[src/rtl/board_sprite_sched.sv]
// board_sprite_sched: per-pixel scheduler sharing one sprite ROM bank across
// the 64 chess squares. Holds the board state, maps DrawX/DrawY to a square,
// piece code and sprite address, drives the shared ROM, and merges the
// returned palette index with the square background. Latency is 3 clocks.
// Optional build macro: SQ_CURSOR_EN adds a square-outline cursor overlay.
module board_sprite_sched #(
  parameter int BOARD_X0   = 80,
  parameter int SQ         = 60,
  parameter int TRANSP_IDX = 0
) (
  input  logic       vga_clk,
  input  logic       reset,
  input  logic [9:0] DrawX,
  input  logic [9:0] DrawY,
  input  logic       blank,
  input  logic       upd_valid,
  output logic       upd_ready,
  input  logic [5:0] upd_square,
  input  logic [3:0] upd_piece,
  output logic       upd_err,
  output logic [3:0] rom_sel,
  output logic [11:0] rom_addr,
  input  logic [3:0] rom_q,
  output logic [2:0] pix_sel,
  output logic [3:0] pix_idx,
  output logic       pix_valid
`ifdef SQ_CURSOR_EN
  ,
  input  logic       cursor_on,
  input  logic [5:0] cursor_sq
`endif
);

  localparam int SW = $clog2(SQ);
  localparam logic [9:0] X0  = 10'(BOARD_X0);
  localparam logic [9:0] SQW = 10'(SQ);
  localparam logic [9:0] BW  = 10'(8 * SQ);
  localparam logic [3:0] TI  = 4'(TRANSP_IDX);

  function automatic logic legal_code(input logic [3:0] c);
    return !(c == 4'd7 || c == 4'd8 || c == 4'd15);
  endfunction

  function automatic logic [3:0] start_piece(input int i);
    logic [3:0] back;
    case (i % 8)
      0, 7:    back = 4'd4;
      1, 6:    back = 4'd2;
      2, 5:    back = 4'd3;
      3:       back = 4'd5;
      default: back = 4'd6;
    endcase
    case (i / 8)
      0:       return back + 4'd8;
      1:       return 4'd9;
      6:       return 4'd1;
      7:       return back;
      default: return 4'd0;
    endcase
  endfunction

  logic [3:0] board [64];

  // S0 registers and their combinational square decode
  logic [9:0] x0, y0;
  logic       blank0;
  logic [9:0] dx0;
  logic       on0;
  logic [2:0] col0, row0;
  logic [SW-1:0] sx0, sy0;
  logic       cur0;

  // S1 / S2 pipeline registers
  logic [3:0]  piece1, piece2;
  logic [11:0] addr1;
  logic        light1, light2, on1, on2, blank1, blank2, cur1, cur2;

  assign upd_ready = ~blank;

  assign dx0  = x0 - X0;
  assign on0  = (dx0 < BW) && (y0 < BW);
  assign col0 = 3'(dx0 / SQW);
  assign row0 = 3'(y0 / SQW);
  assign sx0  = SW'(dx0 % SQW);
  assign sy0  = SW'(y0 % SQW);

`ifdef SQ_CURSOR_EN
  // Outline is two pixels wide on each edge of the selected square
  assign cur0 = cursor_on && on0 && ({row0, col0} == cursor_sq) &&
                ((sx0 < SW'(2)) || (sx0 >= SW'(SQ - 2)) ||
                 (sy0 < SW'(2)) || (sy0 >= SW'(SQ - 2)));
`else
  assign cur0 = 1'b0;
`endif

  // Board storage: reset restores the opening position; illegal codes store as empty
  always_ff @(posedge vga_clk or posedge reset) begin
    if (reset) begin
      for (int i = 0; i < 64; i++) board[i] <= start_piece(i);
      upd_err <= 1'b0;
    end else begin
      upd_err <= 1'b0;
      if (upd_valid && upd_ready) begin
        board[upd_square] <= legal_code(upd_piece) ? upd_piece : 4'd0;
        upd_err <= ~legal_code(upd_piece);
      end
    end
  end

  // Pixel pipeline: S0 capture, S1 board read, S2 ROM request, S3 merge
  always_ff @(posedge vga_clk or posedge reset) begin
    if (reset) begin
      x0 <= '0; y0 <= '0; blank0 <= 1'b0;
      piece1 <= '0; addr1 <= '0; light1 <= 1'b0; on1 <= 1'b0; blank1 <= 1'b0; cur1 <= 1'b0;
      piece2 <= '0; light2 <= 1'b0; on2 <= 1'b0; blank2 <= 1'b0; cur2 <= 1'b0;
      rom_sel <= '0; rom_addr <= '0;
      pix_sel <= '0; pix_idx <= '0; pix_valid <= 1'b0;
    end else begin
      x0     <= DrawX;
      y0     <= DrawY;
      blank0 <= blank;

      piece1 <= on0 ? board[{row0, col0}] : 4'd0;
      addr1  <= 12'(sy0) * 12'(SQ) + 12'(sx0);
      light1 <= ~(row0[0] ^ col0[0]);
      on1    <= on0;
      blank1 <= blank0;
      cur1   <= cur0;

      rom_sel  <= on1 ? piece1 : 4'd0;
      rom_addr <= on1 ? addr1 : 12'd0;
      piece2   <= on1 ? piece1 : 4'd0;
      light2   <= light1;
      on2      <= on1;
      blank2   <= blank1;
      cur2     <= cur1;

      pix_valid <= blank2;
      pix_idx   <= 4'd0;
      if (!blank2 || !on2) begin
        pix_sel <= 3'd0;
      end else if (cur2) begin
        pix_sel <= 3'd4;
      end else if (piece2 != 4'd0 && rom_q != TI) begin
        pix_sel <= 3'd3;
        pix_idx <= rom_q;
      end else begin
        pix_sel <= light2 ? 3'd1 : 3'd2;
      end
    end
  end

endmodule

[config.mk]
export PLATFORM = sky130hd
export DESIGN_NAME = board_sprite_sched
export DESIGN_NICKNAME = d
export VERILOG_FILES = /design/src/rtl/board_sprite_sched.sv
export SDC_FILE = /design/constraint.sdc
export NUM_CORES = 1
export LEC_CHECK = 0
export ABC_CLOCK_PERIOD_IN_PS = 11500
export CAP_MARGIN = 20
export CORE_MARGIN = 2
export CORE_UTILIZATION = 55
export CTS_CLUSTER_SIZE = 14
export DETAILED_ROUTE_END_ITERATION = 16
export GPL_TIMING_DRIVEN = 1
export PLACE_DENSITY = 0.76
export SLEW_MARGIN = 15
export SYNTH_ARGS = -nofsm -noshare
export SYNTH_HDL_FRONTEND = slang
export SYNTH_SLANG_ARGS = --single-unit
[constraint.sdc]
create_clock -name vga_clk -period 11.5 [get_ports vga_clk]
set_clock_uncertainty 0.15 [all_clocks]
set_input_delay 2.3 -clock vga_clk [delete_from_list [all_inputs] [get_ports vga_clk]]
set_output_delay 2.3 -clock vga_clk [all_outputs]
set_load 0.05 [all_outputs]
==> flow_metrics.env, run 1 <==
export IMPL_status="completed"
export IMPL_ff_latch_area_sq_um=8150
export IMPL_yosys_cell_types_count=71
export IMPL_period_share_pct=55.7
export IMPL_worst_slew_pin_slew_ps=1200
export IMPL_wl_um=43100
export IMPL_clkLatencyLatePin_ps=520
export IMPL_grt_pass1_wl_um=68800
export IMPL_final_setup_tns_ps=0
export IMPL_multi_input_area_sq_um=7270
export IMPL_cp_top_family="simple AND/OR/NAND/NOR gates"
export IMPL_cpPeakStageDelay_ps=740
export IMPL_vias=12400
export IMPL_synth_area_sq_um=15900
export IMPL_reg2reg_from="x0[4]"
export IMPL_worstHoldEndpoint="blank2"
export IMPL_yosysWarningCount=0
export IMPL_worstSetupPathType="reg -> reg"
export IMPL_die_area_sq_um=30300
export IMPL_track_usage_pct=28.8
export IMPL_hold_viol_final=0
export IMPL_fill_cells=2309
export IMPL_worst_setup_path_end_kind="register"
export IMPL_cts_setup_buffers=0
export IMPL_synth_nets=1658
export IMPL_start_util_pct=55.7
export IMPL_cap_violations=0
export IMPL_hpwl_um=27700
export IMPL_fmax_ghz=0.156
export IMPL_critPathMaxFanout=47
export IMPL_syn_inst=1593
export IMPL_ctsRootBufferMaster="clkbuf_16"
export IMPL_required_ps=11740
export IMPL_slew_headroom_pct=19.7
export IMPL_cts_buffer_depth=3
export IMPL_num_nets_final=1692
export IMPL_via_per_inst=6.10
export IMPL_fp_row_count=62
export IMPL_min_period_ps=6400
export IMPL_design_core_area_sq_um=28500
export IMPL_path_clk_slew_ps=60
export IMPL_critical_path_buf_inv_count=2
export IMPL_antenna_cells=0
export IMPL_setup_viol_count_final=0
export IMPL_antenna_found_initial=0
export IMPL_postRouteAntennaNets=0
export IMPL_vdd_drop_max_mv=0.103
export IMPL_seq_area_frac_synth_pct=51.3
export IMPL_synth_seq_cells=323
export IMPL_cts_htree_levels=2
export IMPL_cts_tree="done"
export IMPL_slew_viol_final=0
export IMPL_gp_congestion=0.948
export IMPL_ctsHoldBuffers=0
export IMPL_post_cts_resize_count=0
export IMPL_io_pins=64
export IMPL_portBuffers=62
export IMPL_worst_r2r_path_depth=20
export IMPL_ys_flop_type="dfrtp_1"
export IMPL_r2r_end="addr1[10]"
export IMPL_cellPowerDensity_nw_per_um2=181
export IMPL_hold_class="reg -> reg"
export IMPL_synthArstFlopShare_pct=100
export IMPL_crit_slowest_cell="mux2i_4"
export IMPL_drt_pass1_iterations=6
export IMPL_rsz0062_at_grt="no"
export IMPL_rrSetupSlack_ps=5100
export IMPL_critPathLaunchType="register"
export IMPL_hold_start="blank1"
export IMPL_synth_edf_count=0
export IMPL_grt_overflow=0
export IMPL_routedWlPerCell_um=21.2
export IMPL_syn_to_final_growth_pct=13.3
export IMPL_hold_depth=0
export IMPL_cts_sinks=323
export IMPL_arrival_ps=6650
export IMPL_drt_iter0_drc=1465
export IMPL_power_leakage_nw=7.76
export IMPL_first_global_vias=12300
export IMPL_drive_gt1_share_pct=17.0
export IMPL_syn_avg_cell_area_sq_um=9.98
export IMPL_hold_slack_ps=197
export IMPL_grt_max_degree=139
export IMPL_drc=0
export IMPL_numCtsBuffers=35
export IMPL_die_width_um=174
export IMPL_crit_path_cell_trace="inv_1 > ha_1 > nor2b_1 > or2_2 > a2111oi_2 > a32oi_4 > mux2i_1 > nor3_4 > mux2i_4 > and2_4 > nand2_1 > o21ai_0 > ha_1 > inv_1 > fa_1 > nor2b_1 > o21ai_0 > a21oi_1 > nand4_1 > xnor2_1"
export IMPL_die_y_um=174
[cells in the final DEF, fill, tap and decap left out, types with 8 or more instances in the layout]
| master | synthesis | routed |
|---|---|---|
| nand3_1 | 47 | 47 |
| and2_1 | 30 | 28 |
| nor3_1 | 21 | 20 |
| buf_4 | 3 | 15 |
| nor2_1 | 74 | 72 |
| dfrtp_1 | 267 | 267 |
| xor2_1 | 9 | 9 |
| inv_1 | 40 | 39 |
| mux2_2 | 124 | 124 |
| xnor2_1 | 15 | 15 |
| a21boi_0 | 19 | 19 |
| a211oi_1 | 33 | 33 |
| nand4_1 | 14 | 14 |
| nor4_1 | 9 | 9 |
| mux2i_1 | 35 | 35 |
| a31oi_1 | 21 | 21 |
| ha_1 | 21 | 21 |
| o21a_1 | 9 | 9 |
| a221oi_1 | 8 | 8 |
| dfstp_2 | 56 | 56 |
| a21oi_1 | 32 | 32 |
| clkinv_2 | 0 | 8 |
| o21ai_0 | 168 | 167 |
| clkdlybuf4s50_1 | 0 | 62 |
| clkbuf_16 | 0 | 36 |
| a32oi_1 | 10 | 10 |
| nand2_1 | 326 | 326 |
[stage by stage]
step | cell area (sq um) | worst slack, ps | util, % | power (W) | std cells
final | 18000 | 5100 | 63.1 | 0.00326 | 2038
after floorplan | 15900 | 201 | - | 0.00188 | 1593
after CTS | 18000 | 5160 | 63.0 | 0.00326 | 2037
after detailed placement | 16800 | 5240 | 58.8 | 0.00210 | 1973
after global placement | 16800 | 5340 | 58.8 | 0.00207 | 1973
after global routing | 18000 | 4630 | 63.1 | 0.00339 | 2038
[synthesized netlist by cell type, drive strengths merged (3+ instances only)]
master	number	share of area [%]
nand2	327	7.8
dfrtp	267	42
o21ai	170	5.4
mux2	124	8.8
nor2	74	1.7
dfstp	56	9.3
clkbuf	54	1.3
nand3	47	1.5
inv	40	0.94
mux2i	36	2.3
a211oi	33	1.6
and2	33	1.3
a21oi	32	1.0
buf	27	0.98
nor3	22	0.76
a31oi	21	0.83
ha	21	1.7
a21boi	19	0.90
xnor2	15	0.83
nand4	14	0.55
a32oi	12	0.90
nor4	9	0.35
o21a	9	0.43
xor2	9	0.50
a221oi	8	0.44
nand3b	8	0.40
a21o	7	0.33
a22oi	7	0.33
nor2b	7	0.28
o211ai	7	0.33
o22ai	7	0.28
or3	7	0.31
fa	6	0.76
nor3b	6	0.28
a22o	5	0.28
and3	5	0.20
or2	5	0.20
nand2b	4	0.16
a2bb2oi	3	0.17
and3b	3	0.17
o21bai	3	0.14
[routing by layer]
layer  vias to the layer above  global-route usage, %  routed length (um)  share of wire [%]
li1                       5639                      -                   -                  -
met1                      6152                   38.4               17800                 41
met5                         -                      0                   0                  0
met2                       522                   45.9               20200                 47
met3                       118                   5.58                3180                7.4
met4                         0                   12.9                1890                4.4
[state kept, by name, summed over array words and instances (netlist names), 2 cells and up]
name,cells
addr1,12
board,256
piece1,4
pix_idx,4
pix_sel,2
rom_addr,12
rom_sel,4
x0,10
y0,10
[worst max-delay path by stage]
stage                from        end  slack (ps)  cells after the start
floorplan           reset   addr1[0]         200                      1
global placement    x0[4]  addr1[10]        5340                     20
detailed placement  x0[4]  addr1[10]        5240                     20
CTS                 x0[4]  addr1[10]        5160                     20
global route        x0[4]   addr1[8]        4630                     20
finish              x0[4]  addr1[10]        5100                     20
[where the power goes]
group,total (W),internal (W),switching [W]
logic,0.000802,0.000288,0.000514
registers,0.00129,0.00124,0.0000504
clock network,0.00117,0.000702,0.000464
[layout make-up]
class | instances | share of cell area [%]
clock buffers | 48 | 5.53
clock inverters | 16 | 1.12
inverters | 40 | 0.876
multi-input cells | 1149 | 40.4
flip-flops and latches | 323 | 45.3
well taps | 384 | 2.67
repair buffers | 78 | 4.13
[kinds of logic after synthesis]
logic type	synth area share, %
simple gates	16.3
other cells	0.0236
fa+ha+maj	2.53
flops	51.3
compound gates	14.2
xor+xnor	1.32
mux	11.1
buf+inv	3.20
No activity file was read; power rests on OpenSTA's default activity.
==> run 2, diff against run 1 <==
ABC_CLOCK_PERIOD_IN_PS = 6500   (was 11500)
CORE_UTILIZATION = 61   (was 55)
PLACE_DENSITY = 0.8   (was 0.76)
clock period = 6.5 ns   (was 11.5 ns; I/O delays follow)
==> run 2 against run 1 <==
  * Via count rose by 2.1%
  * Wire length fell by 1.4%
  * Critical path depth rose by 2
  * Non-clock buffer count rose by 11
  * Die area fell by 9.6%
  * Sequential share of layout area fell by 0.13 points
  * Global-route usage rose by 3.1 points
  * Worst hold slack got worse by 5.2 ps
==> flow_metrics.env, run 2 (synthesis results as in run 1) <==
export IMPL_slew_viol_final=0
export IMPL_cts_htree_levels=2
export IMPL_worstHoldEndpoint="light2"
export IMPL_num_nets_final=1703
export IMPL_postRouteAntennaNets=0
export IMPL_design_core_area_sq_um=25800
export IMPL_path_common_cell="a21oi_1"
export IMPL_grt_pass1_wl_um=67200
export IMPL_rrSetupSlack_ps=660
export IMPL_slew_headroom_pct=22.8
export IMPL_grt_overflow=0
export IMPL_setup_viol_count_final=0
export IMPL_final_common_cell="nand2_1"
export IMPL_place_area_sq_um=16800
export IMPL_grt_max_degree=143
export IMPL_cap_violations=0
export IMPL_critical_path_buf_inv_count=1
export IMPL_place_ws_ps=747
export IMPL_io_pins=64
export IMPL_track_usage_pct=31.9
export IMPL_drive_gt1_share_pct=17.3
export IMPL_wl_um=42500
export IMPL_period_share_pct=89.8
export IMPL_portBuffers=62
export IMPL_via_per_inst=6.35
export IMPL_critPathMaxFanout=29
export IMPL_path_clk_slew_ps=60
export IMPL_met3_usage_pct=7.17
export IMPL_antenna_found_initial=0
export IMPL_worst_setup_path_end_kind="register"
export IMPL_fin_area_sq_um=18100
export IMPL_gr_usage_met2_pct=51.3
export IMPL_worst_slew_pin_slew_ps=1150
export IMPL_numCtsBuffers=35
export IMPL_crit_slowest_cell="dfrtp_1"
export IMPL_drt_pass1_iterations=8
export IMPL_gp_congestion=0.912
export IMPL_clkLatencyLatePin_ps=520
export IMPL_arrival_ps=6080
export IMPL_ctsHoldBuffers=0
export IMPL_hold_depth=0
export IMPL_hold_start="light1"
export IMPL_busiest_layer="met2"
export IMPL_largest_reg_flops=256
export IMPL_crit_path_cell_trace="inv_1 > ha_1 > nor2b_1 > or2_2 > a2111oi_2 > a32oi_4 > mux2i_1 > nor3_4 > mux2i_4 > nand2_4 > nand2_1 > a21oi_1 > nor2_1 > a311oi_1 > ha_1 > a21oi_1 > nand2b_1 > a21oi_1 > and3_1 > nand3_1 > xnor2_1 > xnor2_1"
export IMPL_rsz0062_at_grt="no"
export IMPL_die_y_um=165
export IMPL_final_setup_tns_ps=0
export IMPL_routedWlPerCell_um=21.3
export IMPL_hold_viol_final=0
export IMPL_cts_sinks=323
export IMPL_fp_row_count=59
export IMPL_hpwl_um=27000
export IMPL_antenna_cells=0
export IMPL_worst_r2r_path_depth=22
export IMPL_post_cts_resize_count=0
export IMPL_cp_top_family="simple AND/OR/NAND/NOR gates"
export IMPL_cpPeakStageDelay_ps=660
export IMPL_critPathLaunchType="register"
export IMPL_die_area_sq_um=27400
export IMPL_min_period_ps=5840
export IMPL_hold_class="reg -> reg"
export IMPL_status="completed"
export IMPL_worstSetupPathType="reg -> reg"
export IMPL_layout_common_cells="326 x nand2_1, 267 x dfrtp_1, 167 x o21ai_0"
export IMPL_drc=0
export IMPL_setup_ws_ps=662
export IMPL_required_ps=6740
export IMPL_regMostFlops="board"
export IMPL_syn_to_final_growth_pct=13.6
export IMPL_vdd_drop_max_mv=0.277
export IMPL_vias=12700
export IMPL_first_global_vias=12600
export IMPL_power_leakage_nw=7.83
export IMPL_top_regs="board: 256 flops, addr1: 12 flops, rom_addr: 12 flops"
export IMPL_die_width_um=165
export IMPL_r2r_end="addr1[11]"
export IMPL_ctsRootBufferMaster="clkbuf_16"
export IMPL_hold_slack_ps=192
export IMPL_reg2reg_from="x0[4]"
export IMPL_fmax_ghz=0.171
export IMPL_cts_setup_buffers=0
export IMPL_cellPowerDensity_nw_per_um2=322
export IMPL_cts_buffer_depth=3
export IMPL_start_util_pct=61.5
export IMPL_grtUsageMet1_pct=41.2
export IMPL_drt_iter0_drc=1543
export IMPL_cts_tree="done"
## run 2: cell count changes in the layout (fill, tap and decap cells not counted), moves of 2 or more
cell,previous run,this run
buf_12,0,2
nor2_1,72,74
buf_4,15,23
and2_2,2,0
clkbuf_8,5,7
nor2_2,2,0
## run 2: layout make-up
cell class              count  area (sq um)
inverters                  40           154
fillers                  1872          7780
repair buffers             89           872
flip-flops and latches    323          8150
well taps                 335           419
multi-input cells        1149          7270
clock inverters            14           199
clock buffers              48           995
## run 2: worst max path at each step
stage / depth (start not counted) / from / slack [ps] / end
final: 22 / x0[4] / 660 / addr1[11]
after floorplan: 1 / reset / 790 / addr1[0]
after detailed placement: 22 / x0[4] / 750 / addr1[11]
after global routing: 22 / x0[4] / 180 / addr1[11]
after global placement: 22 / x0[4] / 840 / addr1[11]
after CTS: 22 / x0[4] / 700 / addr1[11]
## run 2: metrics by stage
stage                     util, %  cells  power [W]
after floorplan                 -   1593    0.00333
after global placement       65.1   1933    0.00367
after detailed placement     65.1   1933    0.00372
after CTS                    69.7   1995    0.00580
after global routing         69.9   1998    0.00605
final                        69.9   1998    0.00582
## run 2: report_power, final
group          internal [W]  total [W]  switching (W)  leakage [nW]
clock network       0.00127    0.00208       0.000814         0.595
logic              0.000529    0.00144       0.000914          3.10
registers           0.00220    0.00229      0.0000921          4.14
## run 2: metal layers
layer	vias to the layer above	share of wire (%)	wire (um)
met4	0	5.1	2160
met3	160	8.9	3800
met5	-	0	0
li1	5678	-	-
met1	6171	40	16800
met2	685	46	19700
==> run 3, diff against run 2 <==
ABC_CLOCK_PERIOD_IN_PS = 5000   (was 6500)
CORE_UTILIZATION = 55   (was 61)
PLACE_DENSITY = 0.76   (was 0.8)
SETUP_SLACK_MARGIN = 0.15   (was not set)
clock period = 5 ns   (was 6.5 ns; I/O delays follow)
==> run 3 against run 2 <==
  * Worst hold slack improved by 5.9 ps
  * Cell count increased by 4.2%
  * Sequential cell count unchanged
  * Via count decreased by 1.1%
  * Clock-buffer cell count increased by 9
  * Sequential power increased by 30%
  * Critical path depth unchanged
==> flow_metrics.env, run 3 (synthesis results as in run 1) <==
export IMPL_met3_usage_pct=5.25
export IMPL_crit_slowest_cell="dfrtp_1"
export IMPL_io_pins=64
export IMPL_crit_end="addr1[11]"
export IMPL_rrSetupSlack_ps=310
export IMPL_reg2reg_from="x0[4]"
export IMPL_antenna_cells=0
export IMPL_die_area_sq_um=30300
export IMPL_grt_pass1_wl_um=67500
export IMPL_drt_iter0_drc=1295
export IMPL_period_share_pct=93.9
export IMPL_cellPowerDensity_nw_per_um2=412
export IMPL_gr_usage_met2_pct=46.3
export IMPL_critPathLaunch="x0[4]"
export IMPL_arrival_ps=4940
export IMPL_via_per_inst=6.04
export IMPL_track_usage_pct=27.9
export IMPL_hold_class="reg -> reg"
export IMPL_path_clk_slew_ps=60
export IMPL_cts_tree="done"
export IMPL_grtUsageMet1_pct=37.3
export IMPL_grt_overflow=0
export IMPL_grt_max_degree=178
export IMPL_status="completed"
export IMPL_gp_congestion=0.874
export IMPL_layout_common_cells="323 x nand2_1, 264 x dfrtp_1, 161 x o21ai_0"
export IMPL_fp_row_count=62
export IMPL_worst_setup_path_end_kind="register"
export IMPL_slew_headroom_pct=26.6
export IMPL_cts_sinks=323
export IMPL_drc=0
export IMPL_critPathMaxFanout=16
export IMPL_worst_r2r_path_depth=22
export IMPL_die_width_um=174
export IMPL_hold_viol_final=0
export IMPL_slew_viol_final=0
export IMPL_wl_um=41700
export IMPL_final_common_cell="nand2_1"
export IMPL_r2r_end="addr1[11]"
export IMPL_hpwl_um=26700
export IMPL_num_nets_final=1734
export IMPL_ctsRootBufferMaster="clkbuf_16"
export IMPL_busiest_layer="met2"
export IMPL_cpPeakStageDelay_ps=420
export IMPL_vias=12600
export IMPL_fmax_ghz=0.213
export IMPL_ctsHoldBuffers=0
export IMPL_syn_to_final_growth_pct=16.4
export IMPL_portBuffers=62
export IMPL_design_core_area_sq_um=28500
export IMPL_drt_pass1_iterations=8
export IMPL_routedWlPerCell_um=20.0
export IMPL_worstSetupPathType="reg -> reg"
export IMPL_drive_gt1_share_pct=20.4
export IMPL_top_regs="board: 256 flops, addr1: 12 flops, rom_addr: 12 flops"
export IMPL_fill_cells=2310
export IMPL_start_util_pct=55.7
export IMPL_required_ps=5250
export IMPL_regMostFlops="board"
export IMPL_numCtsBuffers=36
export IMPL_cts_htree_levels=2
export IMPL_worst_slew_pin_slew_ps=1100
export IMPL_antenna_found_initial=0
export IMPL_rsz0062_at_grt="yes"
export IMPL_first_global_vias=12600
export IMPL_crit_path_cell_trace="buf_4 > o21a_1 > o211a_4 > a211o_1 > a32oi_4 > buf_4 > mux2_2 > and2_1 > o2111ai_2 > nand2_4 > nand2_4 > a21oi_1 > nor2_1 > a311oi_2 > ha_1 > a21oi_2 > nand2b_4 > a21oi_2 > and3_1 > nand3_2 > xnor2_2 > xnor2_1"
export IMPL_die_y_um=174
export IMPL_vdd_drop_max_mv=0.281
export IMPL_placedCellCount=2007
export IMPL_postRouteAntennaNets=0
export IMPL_clkLatencyLatePin_ps=520
export IMPL_cts_buffer_depth=3
export IMPL_power_leakage_nw=7.99
export IMPL_layoutNonFillerInstCount=2081
export IMPL_critPathLaunchType="register"
export IMPL_min_period_ps=4690
export IMPL_hold_slack_ps=198
export IMPL_cap_violations=0
export IMPL_largest_reg_flops=256
export IMPL_setup_viol_count_final=0
==> run 3: timing repair <==
action                                 4_1_cts  5_1_grt
setup buffers                                0        7
cloned                                       0        1
gates resized for setup                      1       28
endpoints found under the hold margin        0        0
setup endpoints to repair                    1        8
pin swaps                                    0       10
==> run 3: critical path: cells and delay by family, from the launching register on <==
| kind | cells | cell delay, ps |
|---|---|---|
| buffers and inverters | 2 | 370 |
| flip-flops | 1 | 420 |
| XOR/XNOR | 2 | 290 |
| AO/OA/AOI/OAI | 9 | 1660 |
| multiplexers | 1 | 360 |
| adder cells (fa/ha/maj) | 1 | 370 |
| AND/OR/NAND/NOR | 7 | 990 |
==> run 3: power by group <==
part / internal, W / switching (W) / total [W]
clock: 0.00158 / 0.00105 / 0.00264
sequential: 0.00286 / 0.000105 / 0.00297
combinational: 0.000789 / 0.00123 / 0.00202
total: 0.00523 / 0.00239 / 0.00762
==> run 3: worst min path at each step <==
stage	from	to	cells past startpoint
after detailed placement	x0[1]	addr1[1]	0
after CTS	x0[1]	addr1[1]	0
after global placement	x0[1]	addr1[1]	0
final	x0[1]	addr1[1]	0
after global routing	x0[0]	addr1[0]	0
after floorplan	x0[0]	addr1[0]	0
==> run 3: final cells by class <==
class	count	area [sq um]	area share [%]
Clock inverter	9	113	0.609
Timing Repair Buffer	118	1100	5.94
Clock buffer	57	1070	5.79
Tap cell	384	480	2.60
Inverter	40	159	0.859
Multi-Input combinational cell	1150	7430	40.1
Sequential cell	323	8160	44.1
==> run 3: routing by layer <==
metal / routed length (um) / vias up
met5: 0 / -
met3: 3280 / 103
li1: - / 5747
met2: 20100 / 529
met1: 17100 / 6181
met4: 1230 / 0
==> run 3: metrics by stage <==
stage | area, sq um | power (W) | util [%] | setup TNS [ps] | setup WS [ps]
final | 18500 | 0.00762 | 64.8 | 0 | 307
after global routing | 18500 | 0.00799 | 64.8 | 0 | 11.3
after CTS | 18300 | 0.00755 | 64.3 | 0 | 173
after detailed placement | 17200 | 0.00489 | 60.1 | 0 | 183
after global placement | 17200 | 0.00485 | 60.1 | 0 | 267
after floorplan | 16000 | 0.00438 | - | -110280 | -413
